--- config.mk ---
export PLATFORM = sky130hd
export DESIGN_NAME = unified_mem_arbiter
export DESIGN_NICKNAME = d
export VERILOG_FILES = /design/src/rtl/unified_mem_arbiter.sv
export SDC_FILE = /design/constraint.sdc
export NUM_CORES = 1
export LEC_CHECK = 0
export BUFFER_PORTS_ARGS = -buffer_cell sky130_fd_sc_hd__buf_4
export CORE_AREA = 2 2 112 114
export DETAILED_ROUTE_END_ITERATION = 6
export DIE_AREA = 0 0 114 116
export GPL_ROUTABILITY_DRIVEN = 0
export GPL_TIMING_DRIVEN = 1
export HOLD_SLACK_MARGIN = 0.03
export PLACE_DENSITY_LB_ADDON = 0.3
export SETUP_SLACK_MARGIN = 0.1
export SLEW_MARGIN = 20
export SYNTH_ARGS = -nofsm -noshare
export SYNTH_HDL_FRONTEND = slang
export SYNTH_SLANG_ARGS = --single-unit
--- constraint.sdc ---
create_clock -name clk -period 3 [get_ports clk]
set_input_delay 0.6 -clock clk [delete_from_list [all_inputs] [get_ports clk]]
set_output_delay 0.6 -clock clk [all_outputs]
set_load 0.02 [all_outputs]
--- src/rtl/unified_mem_arbiter.sv ---
// Arbiter giving one single-ported memory to fetch and data requests, with data taking priority.
// Optional build macro ARB_PERF_EN adds saturating conflict and access counters.
module unified_mem_arbiter #(
  parameter int MEM_LAT = 1,
  parameter int AW      = 32
) (
  input  logic          clk,
  input  logic          rst,
  input  logic          if_req_i,
  input  logic [AW-1:0] if_addr_i,
  input  logic          if_flush_i,
  output logic [31:0]   if_rdata_o,
  output logic          if_ready_o,
  input  logic          d_req_i,
  input  logic          d_we_i,
  input  logic [3:0]    d_be_i,
  input  logic [AW-1:0] d_addr_i,
  input  logic [31:0]   d_wdata_i,
  output logic [31:0]   d_rdata_o,
  output logic          d_ready_o,
  output logic          stall_if_o,
  output logic          stall_mem_o,
  output logic          mem_en_o,
  output logic          mem_we_o,
  output logic [3:0]    mem_be_o,
  output logic [AW-1:0] mem_addr_o,
  output logic [31:0]   mem_wdata_o,
`ifdef ARB_PERF_EN
  output logic [31:0]   perf_conflict_o,
  output logic [31:0]   perf_access_o,
`endif
  input  logic [31:0]   mem_rdata_i
);

  typedef enum logic [1:0] {IDLE = 2'd0, ISSUE = 2'd1, WAIT = 2'd2, DONE = 2'd3} state_t;

  localparam logic [3:0] CNT_INIT = 4'(MEM_LAT - 1);

  state_t        state_q;
  logic          owner_d_q;
  logic          store_q;
  logic          kill_q;
  logic [3:0]    cnt_q;
  logic          mem_en_q;
  logic          mem_we_q;
  logic [3:0]    mem_be_q;
  logic [AW-1:0] mem_addr_q;
  logic [31:0]   mem_wdata_q;
  logic [31:0]   if_rdata_q;
  logic [31:0]   d_rdata_q;
  logic          if_ready_q;
  logic          d_ready_q;
  logic          flush_hit_s;

  // A flush that lands in the capture cycle itself must also suppress the fetch result.
  assign flush_hit_s = if_flush_i & ~owner_d_q;

  always_ff @(posedge clk) begin
    if (rst) begin
      state_q     <= IDLE;
      owner_d_q   <= 1'b0;
      store_q     <= 1'b0;
      kill_q      <= 1'b0;
      cnt_q       <= 4'd0;
      mem_en_q    <= 1'b0;
      mem_we_q    <= 1'b0;
      mem_be_q    <= 4'd0;
      mem_addr_q  <= {AW{1'b0}};
      mem_wdata_q <= 32'd0;
      if_rdata_q  <= 32'd0;
      d_rdata_q   <= 32'd0;
      if_ready_q  <= 1'b0;
      d_ready_q   <= 1'b0;
    end else begin
      if_ready_q <= 1'b0;
      d_ready_q  <= 1'b0;
      mem_en_q   <= 1'b0;
      mem_we_q   <= 1'b0;
      case (state_q)
        IDLE: begin
          kill_q <= 1'b0;
          if (d_req_i) begin
            owner_d_q   <= 1'b1;
            store_q     <= d_we_i;
            mem_en_q    <= 1'b1;
            mem_we_q    <= d_we_i;
            mem_be_q    <= d_be_i;
            mem_addr_q  <= d_addr_i;
            mem_wdata_q <= d_wdata_i;
            state_q     <= ISSUE;
          end else if (if_req_i && !if_flush_i) begin
            owner_d_q  <= 1'b0;
            store_q    <= 1'b0;
            mem_en_q   <= 1'b1;
            mem_be_q   <= 4'hF;
            mem_addr_q <= if_addr_i;
            state_q    <= ISSUE;
          end else begin
            state_q <= IDLE;
          end
        end
        ISSUE: begin
          cnt_q <= CNT_INIT;
          if (flush_hit_s) kill_q <= 1'b1;
          state_q <= WAIT;
        end
        WAIT: begin
          if (flush_hit_s) kill_q <= 1'b1;
          if (cnt_q == 4'd0) begin
            state_q <= DONE;
            if (owner_d_q) begin
              if (!store_q) d_rdata_q <= mem_rdata_i;
              d_ready_q <= 1'b1;
            end else if (!(kill_q || flush_hit_s)) begin
              if_rdata_q <= mem_rdata_i;
              if_ready_q <= 1'b1;
            end
          end else begin
            cnt_q <= cnt_q - 4'd1;
          end
        end
        DONE: state_q <= IDLE;
        default: state_q <= IDLE;
      endcase
    end
  end

`ifdef ARB_PERF_EN
  logic [31:0] perf_conflict_q;
  logic [31:0] perf_access_q;

  always_ff @(posedge clk) begin
    if (rst) begin
      perf_conflict_q <= 32'd0;
      perf_access_q   <= 32'd0;
    end else begin
      if (state_q == IDLE && d_req_i && if_req_i && perf_conflict_q != 32'hFFFF_FFFF)
        perf_conflict_q <= perf_conflict_q + 32'd1;
      if (state_q == ISSUE && perf_access_q != 32'hFFFF_FFFF)
        perf_access_q <= perf_access_q + 32'd1;
    end
  end

  assign perf_conflict_o = perf_conflict_q;
  assign perf_access_o   = perf_access_q;
`endif

  assign if_rdata_o  = if_rdata_q;
  assign if_ready_o  = if_ready_q;
  assign d_rdata_o   = d_rdata_q;
  assign d_ready_o   = d_ready_q;
  assign mem_en_o    = mem_en_q;
  assign mem_we_o    = mem_we_q;
  assign mem_be_o    = mem_be_q;
  assign mem_addr_o  = mem_addr_q;
  assign mem_wdata_o = mem_wdata_q;
  assign stall_if_o  = if_req_i & ~if_ready_q;
  assign stall_mem_o = d_req_i & ~d_ready_q;

endmodule

==> impl_results.md <==
- Leak: 4.14 nW
- Sw power: 1.89 mW
- Synthesized area per cell: 9.24 um2
- Main synth FF type: dfxtp_1
- Final hold vios: 0
- Outcome: finished clean
- Netlist Area Pre-Place: 5910 um2
- Via/cell ratio: 5.01
- Compound-Gate Fraction of Synth Area: 5.23%
- Worst Skew: 0.00657 ns
- Mux cell area share after synthesis: 22.5%
- Inserted Diodes: 0
- Synth warn: 0
- Pint: 4.25 mW
- Period minus WS final: 1.94 ns
- CP arrival: 2.27 ns
- CP max stage delay: 0.48 ns
- Period utilization: 64.7%
- Worst rel slew slack: 45.9%
- GRT Total Usage: 23.6%
- Fraction of layout cells with a size suffix above 1: 38.9%
- RSZ-0062 raised after global routing: false
- Full die area: 13200 um2
- CP cell instances: inv_1, ha_1, and4bb_1, nand3b_1, buf_4, mux2i_1
- Std-Cell Core Area: 11900 um2
- Nets: 1040
- Num ports: 276
- Crit path depth: 6
- First DRT Iteration DRCs: 291
- I/O Buffers: 275
- Reg2Reg Setup Slack: 1.06 ns
- Seq/Total Area, Yosys: 49.1%
- TritonCTS clock tree: yes
- Pwr dens: 714 nW/um2
- Post-synthesis cell type count: 37
- Fill count: 926
- Critical path's top delay family: buffers and inverters
- Flop pwr share: 37.9%
- Setup TNS: 0 ns
- Final Max Tran Viols: 0
- Inst Count DP: 1026
- Worst Tran Pin Value: 0.809 ns
- Clock Latency Late Sink: 0.40 ns
- Detailed Routing Iterations Pass 1: 4
- Worst r2r path cells: 6
- Clk buf depth: 2
- Worst setup path end: d_rdata_o[20]$_SDFFE_PP0P_
- Setup violations, final: 0
- FF+latch count, synth: 145
- Worst-path clk slew: 0.06 ns
- H-tree Lvls: 4
- Synth Area in Simple Gates: 17.3%
- Setup crit start kind: flop
- Setup Buffers After CTS: 0
- Initial antenna violation count: 0
- Hold WC Path Type: input port to flop
- WL/cell: 15.1 um
- CTS root buffer: clkbuf_16
- Critical path type: flop to flop
- Max VDD drop: 0.470 mV
- EDFF count, synth: 0
- Fmax: 515 MHz
- CTS Buf Count: 17
- Cells resized by post-CTS repair: 0
- Crit path max-delay cell type: buf_4
- Worst R2R End: d_rdata_o[20]$_SDFFE_PP0P_
- Global-route wire length before repair: 24700 um
- Largest net degree at the start of global routing: 86
- Final Util: 72.2%
- Mapped Nets: 782
- Mapped Cells: 640
- CP bufs+invs: 2
- CTS sink count: 145
- Commonest non-fill, non-tap cell in the layout: buf_4
- Vias in the first global route: 5312
- Sw Ratio: 30.8%
- Async set-reset flop share out of synthesis: 0%
- Worst-path maximum fanout: 32
- Worst Setup End Kind: flop
- Combinational Power Share: 27.8%
- Synth Area in Adders: 0.847%
- Most frequent cells in the layout: buf_4 (284), nand2_1 (227), dfxtp_1 (145)
- Critical path launch point: state_q[0]$_SDFFE_PP0P_
- Clock network power share: 34.4%
- Post-route insts no fill: 1058
- # Max-Cap Violations: 0
- CP Data Required Time: 3.33 ns
- Total grt overflow: 0
- Overall routed net length: 16000 um
- Die H: 116 um
- Post-Synth XOR/XNOR Area: 0%
- Via count: 5305
- DR DRC count: 0
- Die W: 114 um
- Initial Util: 49.6%
- Hold slack: 0.443 ns
- Hold-fix buffers at CTS: 0
- Final ANT Viol Nets: 0
- Area Overhead vs Synth: 45.4%
- Design Area, Final: 8600 um2
- Post-DP HPWL: 11700 um
- Dpl cell area: 8000 um2
- Row cnt: 40
- R2R Path Start: state_q[0]$_SDFFE_PP0P_
- Largest family of logic cells by synthesized area: multiplexers
stage by stage:
step / total power, mW / setup WS [ns]
global placement: 4.02 / 0.833
finish: 6.14 / 1.06
floorplan: 3.38 / 1.06
detailed placement: 4.07 / 0.734
global route: 6.40 / 0.896
CTS: 6.18 / 1.05
registers in the layout, indices dropped and copies added (netlist names):
signal	cells
mem_we_o	1
mem_en_o	1
mem_wdata_o	32
store_q	1
mem_be_o	4
if_rdata_o	32
mem_addr_o	32
d_rdata_o	32
d_ready_o	1
owner_d_q	1
cnt_q	4
state_q	2
if_ready_o	1
kill_q	1
cells in the mapped netlist (all sizes together) (4+ instances only):
cell type  number  share of area, %
nand2         227                14
dfxtp         145                49
mux2i          97                16
a21oi          38               3.2
mux2           32               6.1
buf            28               3.2
clkbuf         18               1.1
inv            10              0.63
o21ai           7              0.59
nor2b           5              0.53
ha              4              0.85
nor2            4              0.38
cells by family after synthesis:
kind of cell / count (synthesis)
buf+inv: 56
flops: 145
simple gates: 251
fa+ha+maj: 4
compound gates: 55
mux: 129
worst min-delay path by stage:
stage,slack [ns],cells after the start,end,startpoint
floorplan,0.43,2,state_q[0]$_SDFFE_PP0P_,state_q[0]$_SDFFE_PP0P_
global placement,0.44,2,mem_be_o[1]$_SDFFE_PP0P_,mem_be_o[1]$_SDFFE_PP0P_
detailed placement,0.44,2,mem_be_o[1]$_SDFFE_PP0P_,mem_be_o[1]$_SDFFE_PP0P_
CTS,0.43,3,mem_wdata_o[12]$_SDFFE_PP0P_,d_wdata_i[12]
global route,0.44,3,mem_wdata_o[6]$_SDFFE_PP0P_,d_wdata_i[6]
finish,0.44,3,mem_wdata_o[15]$_SDFFE_PP0P_,d_wdata_i[15]
layout make-up:
cell class / count / area [um2] / area share [%]
inverter: 10 / 40.0 / 0.466
multi-input combinational: 439 / 2720 / 31.7
clock buffer: 19 / 433 / 5.04
sequential: 145 / 2900 / 33.8
tap: 147 / 184 / 2.14
clock inverter: 13 / 161 / 1.88
timing repair buffer: 285 / 2150 / 25.0
power by group through the flow:
stage	clock, mW	sequential, mW	combinational [mW]
after floorplan	0	2.62	0.757
after global placement	0	2.35	1.66
after detailed placement	0	2.36	1.71
after CTS	2.14	2.32	1.72
after global routing	2.22	2.35	1.83
final	2.11	2.32	1.70
tightest hold or removal path: stages:
cell     delay (ns)
buf_4          0.11
nand2_1        0.04
a21oi_1        0.05
per-layer routing:
layer / share of wire (%) / up-vias / track usage [%] / wire, um
li1: - / 2632 / - / -
met1: 40 / 2441 / 27.2 / 6330
met2: 51 / 202 / 41.8 / 8210
met3: 6.4 / 30 / 5.23 / 1030
met4: 2.7 / 0 / 10.9 / 438
met5: 0 / - / 0 / 0
(Power assumes the default switching activity.)
